**src/rtl/lb_cmd_bridge.sv**
```systemverilog
// Byte-stream to local-bus master bridge.
// Receives opcode/address/data command frames on an 8-bit input stream, issues one
// local-bus read or write per frame, waits for completion (with timeout) and returns
// a response frame on an 8-bit output stream. All outputs are registered.
module lb_cmd_bridge #(
    parameter int LB_DATA_W      = 32,
    parameter int LB_ADDR_W      = 16,
    parameter int TIMEOUT_CYCLES = 1024
) (
    input  logic                 clk,
    input  logic                 rst_n,
    input  logic                 rx_valid,
    input  logic [7:0]           rx_data,
    output logic                 rx_rdy,
    output logic                 tx_valid,
    output logic [7:0]           tx_data,
    input  logic                 tx_rdy,
    output logic                 lb_wr_en,
    output logic                 lb_rd_en,
    output logic [LB_ADDR_W-1:0] lb_addr,
    output logic [LB_DATA_W-1:0] lb_wr_data,
    input  logic                 lb_wr_valid,
    input  logic                 lb_rd_valid,
    input  logic [LB_DATA_W-1:0] lb_rd_data,
    output logic                 busy,
    output logic [7:0]           err_cnt
);

    localparam int AB   = LB_ADDR_W / 8;
    localparam int DB   = LB_DATA_W / 8;
    localparam int TO_W = $clog2(TIMEOUT_CYCLES);

    localparam logic [7:0]      AB_LAST = 8'(AB - 1);
    localparam logic [7:0]      DB_LAST = 8'(DB - 1);
    localparam logic [7:0]      DB_CNT  = 8'(DB);
    localparam logic [TO_W-1:0] TO_LAST = TO_W'(TIMEOUT_CYCLES - 1);
    localparam logic [TO_W-1:0] TO_ONE  = TO_W'(1);

    localparam logic [7:0] OP_WR   = 8'h57;
    localparam logic [7:0] OP_RD   = 8'h52;
    localparam logic [7:0] RSP_WR  = 8'h4B;
    localparam logic [7:0] RSP_RD  = 8'h44;
    localparam logic [7:0] RSP_TO  = 8'h54;
    localparam logic [7:0] RSP_BAD = 8'h45;

    typedef enum logic [2:0] {
        StIdle,
        StAddr,
        StData,
        StIssue,
        StWait,
        StResp
    } state_t;

    state_t                state;
    logic                  is_wr;
    logic [7:0]            byte_cnt;
    logic [TO_W-1:0]       to_cnt;
    logic [LB_DATA_W-1:0]  resp_sr;
    // Number of response bytes still to send after the one currently on tx_data.
    logic [7:0]            resp_left;
    logic                  rx_fire;
    logic                  tx_fire;
    logic [7:0]            err_inc;

    assign rx_fire = rx_valid && rx_rdy;
    assign tx_fire = tx_valid && tx_rdy;
    assign err_inc = (err_cnt == 8'hFF) ? err_cnt : err_cnt + 8'd1;

    // Frame parser, bus sequencer and response serializer in one registered FSM.
    always_ff @(posedge clk or negedge rst_n) begin
        if (!rst_n) begin
            state      <= StIdle;
            is_wr      <= 1'b0;
            byte_cnt   <= '0;
            to_cnt     <= '0;
            resp_sr    <= '0;
            resp_left  <= '0;
            rx_rdy     <= 1'b0;
            tx_valid   <= 1'b0;
            tx_data    <= '0;
            lb_wr_en   <= 1'b0;
            lb_rd_en   <= 1'b0;
            lb_addr    <= '0;
            lb_wr_data <= '0;
            busy       <= 1'b0;
            err_cnt    <= '0;
        end else begin
            // Strobes are single-cycle; only the ADDR/DATA exits raise them.
            lb_wr_en <= 1'b0;
            lb_rd_en <= 1'b0;
            case (state)
                StIdle: begin
                    rx_rdy <= 1'b1;
                    busy   <= 1'b0;
                    if (rx_fire) begin
                        byte_cnt <= '0;
                        busy     <= 1'b1;
                        if (rx_data == OP_WR || rx_data == OP_RD) begin
                            is_wr <= (rx_data == OP_WR);
                            state <= StAddr;
                        end else begin
                            rx_rdy    <= 1'b0;
                            tx_valid  <= 1'b1;
                            tx_data   <= RSP_BAD;
                            resp_left <= '0;
                            err_cnt   <= err_inc;
                            state     <= StResp;
                        end
                    end
                end

                StAddr: begin
                    if (rx_fire) begin
                        lb_addr <= LB_ADDR_W'({lb_addr, rx_data});
                        if (byte_cnt == AB_LAST) begin
                            byte_cnt <= '0;
                            if (is_wr) begin
                                state <= StData;
                            end else begin
                                rx_rdy   <= 1'b0;
                                lb_rd_en <= 1'b1;
                                state    <= StIssue;
                            end
                        end else begin
                            byte_cnt <= byte_cnt + 8'd1;
                        end
                    end
                end

                StData: begin
                    if (rx_fire) begin
                        lb_wr_data <= LB_DATA_W'({lb_wr_data, rx_data});
                        if (byte_cnt == DB_LAST) begin
                            byte_cnt <= '0;
                            rx_rdy   <= 1'b0;
                            lb_wr_en <= 1'b1;
                            state    <= StIssue;
                        end else begin
                            byte_cnt <= byte_cnt + 8'd1;
                        end
                    end
                end

                StIssue: begin
                    to_cnt <= '0;
                    state  <= StWait;
                end

                StWait: begin
                    // A matching valid takes priority over the final timeout cycle.
                    if (is_wr ? lb_wr_valid : lb_rd_valid) begin
                        tx_valid <= 1'b1;
                        state    <= StResp;
                        if (is_wr) begin
                            tx_data   <= RSP_WR;
                            resp_left <= '0;
                        end else begin
                            tx_data   <= RSP_RD;
                            resp_sr   <= lb_rd_data;
                            resp_left <= DB_CNT;
                        end
                    end else if (to_cnt == TO_LAST) begin
                        tx_valid  <= 1'b1;
                        tx_data   <= RSP_TO;
                        resp_left <= '0;
                        err_cnt   <= err_inc;
                        state     <= StResp;
                    end else begin
                        to_cnt <= to_cnt + TO_ONE;
                    end
                end

                StResp: begin
                    if (tx_fire) begin
                        if (resp_left == 8'd0) begin
                            tx_valid <= 1'b0;
                            rx_rdy   <= 1'b1;
                            busy     <= 1'b0;
                            state    <= StIdle;
                        end else begin
                            tx_data   <= resp_sr[LB_DATA_W-1 -: 8];
                            resp_sr   <= resp_sr << 8;
                            resp_left <= resp_left - 8'd1;
                        end
                    end
                end

                default: begin
                    state <= StIdle;
                end
            endcase
        end
    end

endmodule

```
**config.mk**
```make
export PLATFORM = sky130hd
export DESIGN_NAME = lb_cmd_bridge
export DESIGN_NICKNAME = d
export VERILOG_FILES = /design/src/rtl/lb_cmd_bridge.sv
export SDC_FILE = /design/constraint.sdc
export NUM_CORES = 1
export LEC_CHECK = 0
export CORE_MARGIN = 10
export CORE_UTILIZATION = 62
export DETAILED_ROUTE_END_ITERATION = 8
export DONT_BUFFER_PORTS = 1
export PLACE_DENSITY_LB_ADDON = 0.25
export SETUP_SLACK_MARGIN = 0.2
export SYNTH_ARGS = -nofsm -noshare
export SYNTH_HDL_FRONTEND = slang
export SYNTH_SLANG_ARGS = --single-unit
```
**constraint.sdc**
```tcl
create_clock -name clk -period 2.6 [get_ports clk]
set_input_delay 0.65 -clock clk [delete_from_list [all_inputs] [get_ports clk]]
set_output_delay 0.65 -clock clk [all_outputs]
set_load 0.03 [all_outputs]
```
# Word-level counts from Yosys, hierarchy flattened
# Index checks and enable logic that the tools add are counted.
[op_classes]
n_reduce_logical = 24
n_shift = 0
eq_ne = 27
mul = 0
n_bitwise = 0
div = 0
n_mux = 75
order_cmp = 0
addsub = 4
[ops]
columns = ["cell", "count"]
rows = [
  ["8-bit 2-to-1 mux", 22],
  ["32-bit 2-to-1 mux", 4],
  ["8-bit case mux with 3 select lines", 3],
  ["32-bit case mux with 2 select lines", 1],
  ["3-bit 2-to-1 mux", 11],
  ["2-bit != test (second input constant)", 15],
  ["1-bit 2-to-1 mux", 25],
  ["10-bit 2-to-1 mux", 2],
  ["10-bit case mux with 2 select lines", 1],
  ["3-bit case mux with 6 select lines", 1],
  ["8-bit by 1-bit adder with 8-bit output (second input constant)", 2],
  ["8-bit by 7-bit equality test with 1-bit output (second input constant)", 2],
  ["8-bit case mux with 2 select lines", 1],
  ["8-bit AND reduction", 2],
  ["6-bit AND reduction", 2],
  ["10-bit by 1-bit adder with 10-bit output (second input constant)", 1],
  ["10-bit equality test (second input constant)", 1],
  ["5-bit AND reduction", 2],
  ["3-bit AND reduction", 3],
  ["8-bit by 1-bit equality test with 1-bit output (second input constant)", 1],
  ["8-bit by 2-bit equality test with 1-bit output (second input constant)", 1],
  ["8-bit equality test (second input constant)", 1],
  ["8-bit logical NOT", 1],
  ["2-bit nonzero test", 4],
  ["16 further kinds", 21],
]
[word_totals]
romBits = 0
latchBits = 0
out_inout_bits = 69
in_bits = 46
ramBits = 0
ff_bits = 131
n_memories = 0
elab_cells = 145

# Depth between registers and ports, before layout
[logic_depth]
word_depth = 5
mapped_depth = 9
mapped_depth_nobuf = 8

# Worst setup path before layout
# No wires, ideal clock.
[synth_path]
path_kind = "flip-flop to flip-flop"
from = "register resp_left[0]"
to = "register state[1]"
synth_period_minus_slack_ns = 2.104
slack_ns = 0.496
arrival_time_ns = 1.980
required_time_ns = 2.475
stages_incl_launch_ff = 8
n_path_buf = 0
setup_ns = 0.125
cell_sequence = "dfrtp_1 > inv_1 > ha_1 > or3b_2 > nor2_4 > o2bb2ai_2 > nor4b_4 > mux2_2"
[synth_via]
elab_chain_cells = 3
[synth_rtl]
columns = ["element", "line_no", "text"]
rows = [
  ["start: declaration", "61", "logic [7:0] resp_left;"],
  ["start signal: assignment", "184", "resp_left <= resp_left - 8'd1;"],
  ["8-bit logical NOT", "176", "if (resp_left == 8'd0) begin"],
  ["2-bit != test (no source line)", "--", ""],
  ["8-bit AND reduction (no source line)", "--", ""],
  ["end signal: assignment", "168", "state <= StResp;"],
  ["end signal: assignment", "180", "state <= StIdle;"],
  ["end signal: assignment", "190", "state <= StIdle;"],
  ["end: declaration", "55", "state_t state;"],
]
# No other way between the ends.
# A chain may end at the register's enable or synchronous reset.

# Worst setup path after layout
[layout_path]
from = "register resp_left[0]"
to = "register state[0]"
# Same word-level chain as after synthesis.

==> impl_metrics.env <==
export IMPL_drv_slew=0
export IMPL_drt_initial_drc_count=249
export IMPL_yosysMostFrequentCell="dfrtp_1"
export IMPL_dpl_cell_area_mm2=0.006095
export IMPL_n_antenna_cell=0
export IMPL_hold_class="in2async"
export IMPL_die_w_um=118.1
export IMPL_p_leak_nw=3.037
export IMPL_synth_commonest_cells="dfrtp_1 (131), nand2_1 (67), o21ai_0 (65), mux2_2 (51), nor2_1 (29)"
export IMPL_drcViolationCount=0
export IMPL_ir_drop_v=0.0004048
export IMPL_numCtsBuffers=17
export IMPL_fin_hold_ws_ns=-0.1621
export IMPL_drive_gt1_share_pct=20.94
export IMPL_core_area_mm2=0.009284
export IMPL_hold_violations=131
export IMPL_drt_pass1_iterations=5
export IMPL_final_setup_tns_ns=0
export IMPL_period_share_pct=86.11
export IMPL_grt_first_pass_wirelength_mm=20.91
export IMPL_grt_antenna_before_repair=0
export IMPL_syn_area_per_cell_um2=11.13
export IMPL_period_needed_ns=2.239
export IMPL_synth_top_area_share_pct=54.95
export IMPL_ys_async_sr_fraction_pct=100.0
export IMPL_power_density_mw_per_mm2=648.2
export IMPL_synth_edf_count=0
export IMPL_max_freq_mhz=446.6
export IMPL_die_area_mm2=0.01395
export IMPL_ys_types=53
export IMPL_grt_util_all_layers_pct=18.18
export IMPL_area_delta_synth_final_pct=11.62
export IMPL_start_kind="register"
export IMPL_nets=593
export IMPL_grt_pass1_vias=3911
export IMPL_synth_largest_area_cell="dfrtp_1"
export IMPL_cts_setup_buffers=0
export IMPL_gp_congestion=0.8294
export IMPL_insertion_delay_ns=0.51
export IMPL_cts_root_buf="clkbuf_8"
export IMPL_finish_instance_area_mm2=0.006659
export IMPL_path_max_fanout=4
export IMPL_finalSetupViolations=0
export IMPL_path_class="reg2reg"
export IMPL_dp_hpwl_mm=8.803
export IMPL_arrival_ns=2.60
export IMPL_cp_required_ns=2.96
export IMPL_slew_limit_headroom_pct=62.42
export IMPL_cts_tree="yes"
export IMPL_viasPerCell=5.798
export IMPL_cts_sinks=131
export IMPL_grt_overflow=0
export IMPL_wl_mm=12.68
export IMPL_ys_flop_type="dfrtp_1"
export IMPL_finClkSkew_ns=0.009790
export IMPL_io_pins=115
export IMPL_ctsHtreeMaxLevel=4
export IMPL_cts_clk_slew_worst_paths_ns=0.06
export IMPL_ys_warn_count=0
export IMPL_syn_nets=588
export IMPL_fp_dieH_um=118.1
export IMPL_critPathCaptureType="register"
export IMPL_ys_seq_elements=131
export IMPL_violations="negative hold slack"
export IMPL_synthCells=536
export IMPL_yosysSeqAreaShare_pct=54.95
export IMPL_wire_per_inst_um=18.56
export IMPL_portBuffers=0
export IMPL_status="finished, violations left"
export IMPL_netlist_area_mm2=0.005966
export IMPL_rsz0062_at_grt="no"
export IMPL_grt_max_degree=132
export IMPL_post_cts_resized=0
export IMPL_drv_cap=0
export IMPL_worst_slew_pin_slew_ns=0.5586
export IMPL_ys_top_cells_by_area="dfrtp_1 (55%), mux2_2 (9.6%), o21ai_0 (5.5%)"
export IMPL_cts_path_max_buffers=2
export IMPL_num_rows=35
export IMPL_ant_nets=0
export IMPL_start_util_pct=64.26
export IMPL_vias=3960
[sequential cells by signal, indices dropped and copies added, names as in the netlist]
name and cells:
busy 1, byte_cnt 8, err_cnt 8, is_wr 1, lb_addr 16, lb_rd_en 1
lb_wr_data 32, lb_wr_en 1, resp_left 8, resp_sr 32, rx_rdy 1, state 3
to_cnt 10, tx_data 8, tx_valid 1
[metrics by stage]
step	power, mW	setup slack (ns)	instances	hold slack [ns]	util (%)
2_1_floorplan	2.132	0.4956	536	0.3544	-
3_3_place_gp	2.137	0.3536	651	0.3610	65.65
3_5_place_dp	2.141	0.3254	651	0.3603	65.65
4_1_cts	4.368	0.3429	683	-0.1837	71.73
5_1_grt	4.468	0.2027	683	-0.1911	71.73
6_report	4.316	0.3611	683	-0.1621	71.73
[cell usage in the layout, fill, tap and decap left out, types with 2 or more instances in the layout]
cell	count
or3_1	3
inv_6	4
nor3_1	6
and2_1	4
inv_8	4
clkbuf_16	16
clkinvlp_4	3
and3_1	6
nand3_1	12
a21o_1	2
nor2_2	3
mux2_2	51
a21oi_1	14
xnor2_1	14
o22a_1	2
or2_2	3
dfrtp_1	131
clkinv_4	2
nor2_1	29
nor4_1	4
o31ai_1	3
clkbuf_8	2
o21ai_0	65
nor2_4	3
nand4_1	6
mux2i_1	27
nand2b_1	9
buf_4	11
nand2_1	67
o22ai_1	2
nor2b_1	6
nor3_2	3
inv_1	6
ha_1	6
[report_power, final]
part / internal [mW] / switching [mW]
registers: 2.06 / 0.0108
clock network: 1.24 / 0.969
logic: 0.0179 / 0.0166
total: 3.32 / 0.997
[critical path: stages (launching register included)]
cell,delay (ns)
dfrtp_1,0.40
inv_1,0.09
ha_1,0.13
or3b_2,0.49
nor2_4,0.14
o2bb2ai_2,0.10
nor4b_4,0.38
mux2i_1,0.22
o311ai_0,0.14
[cells by family after synthesis]
family | after synthesis | share of synthesized area (%)
XOR/XNOR | 15 | 2.202
multiplexers | 79 | 14.35
AO/OA/AOI/OAI | 99 | 9.669
buffers and inverters | 32 | 2.894
adder cells (fa/ha/maj) | 6 | 1.258
AND/OR/NAND/NOR | 174 | 14.68
flip-flops | 131 | 54.95
[final timing paths]
kind                                             end  depth (start not counted)  slack [ns]                startpoint
min in group clk              resp_sr[3]$_DFFE_PN0P_                          2        0.27             lb_rd_data[3]
min                        lb_wr_data[5]$_DFFE_PN0P_                          0       -0.16                     rst_n
max                             state[0]$_DFFE_PN0P_                          8        0.36  resp_left[0]$_DFFE_PN0P_
max in group asynchronous       tx_valid$_DFFE_PN0P_                          0        2.54                     rst_n
max reg2reg                     state[0]$_DFFE_PN0P_                          8        0.36  resp_left[0]$_DFFE_PN0P_
min reg2reg                  byte_cnt[7]$_DFFE_PN0P_                          1        0.48   byte_cnt[7]$_DFFE_PN0P_
[metal layers]
layer | part of all wire (%) | global-route usage (%)
met1 | 40 | 21.10
met2 | 49 | 29.42
met3 | 9.9 | 8.393
met4 | 0.71 | 5.332
met5 | 0 | 0
[cell type report]
cell class | count | area [um^2]
clock inverters | 14 | 136.4
flip-flops and latches | 131 | 3278
inverters | 6 | 22.52
well taps | 129 | 161.4
fillers | 684 | 2625
multi-input cells | 373 | 2530
repair buffers | 12 | 102.6
clock buffers | 18 | 427.9
Power figures use the tool's default switching activity.
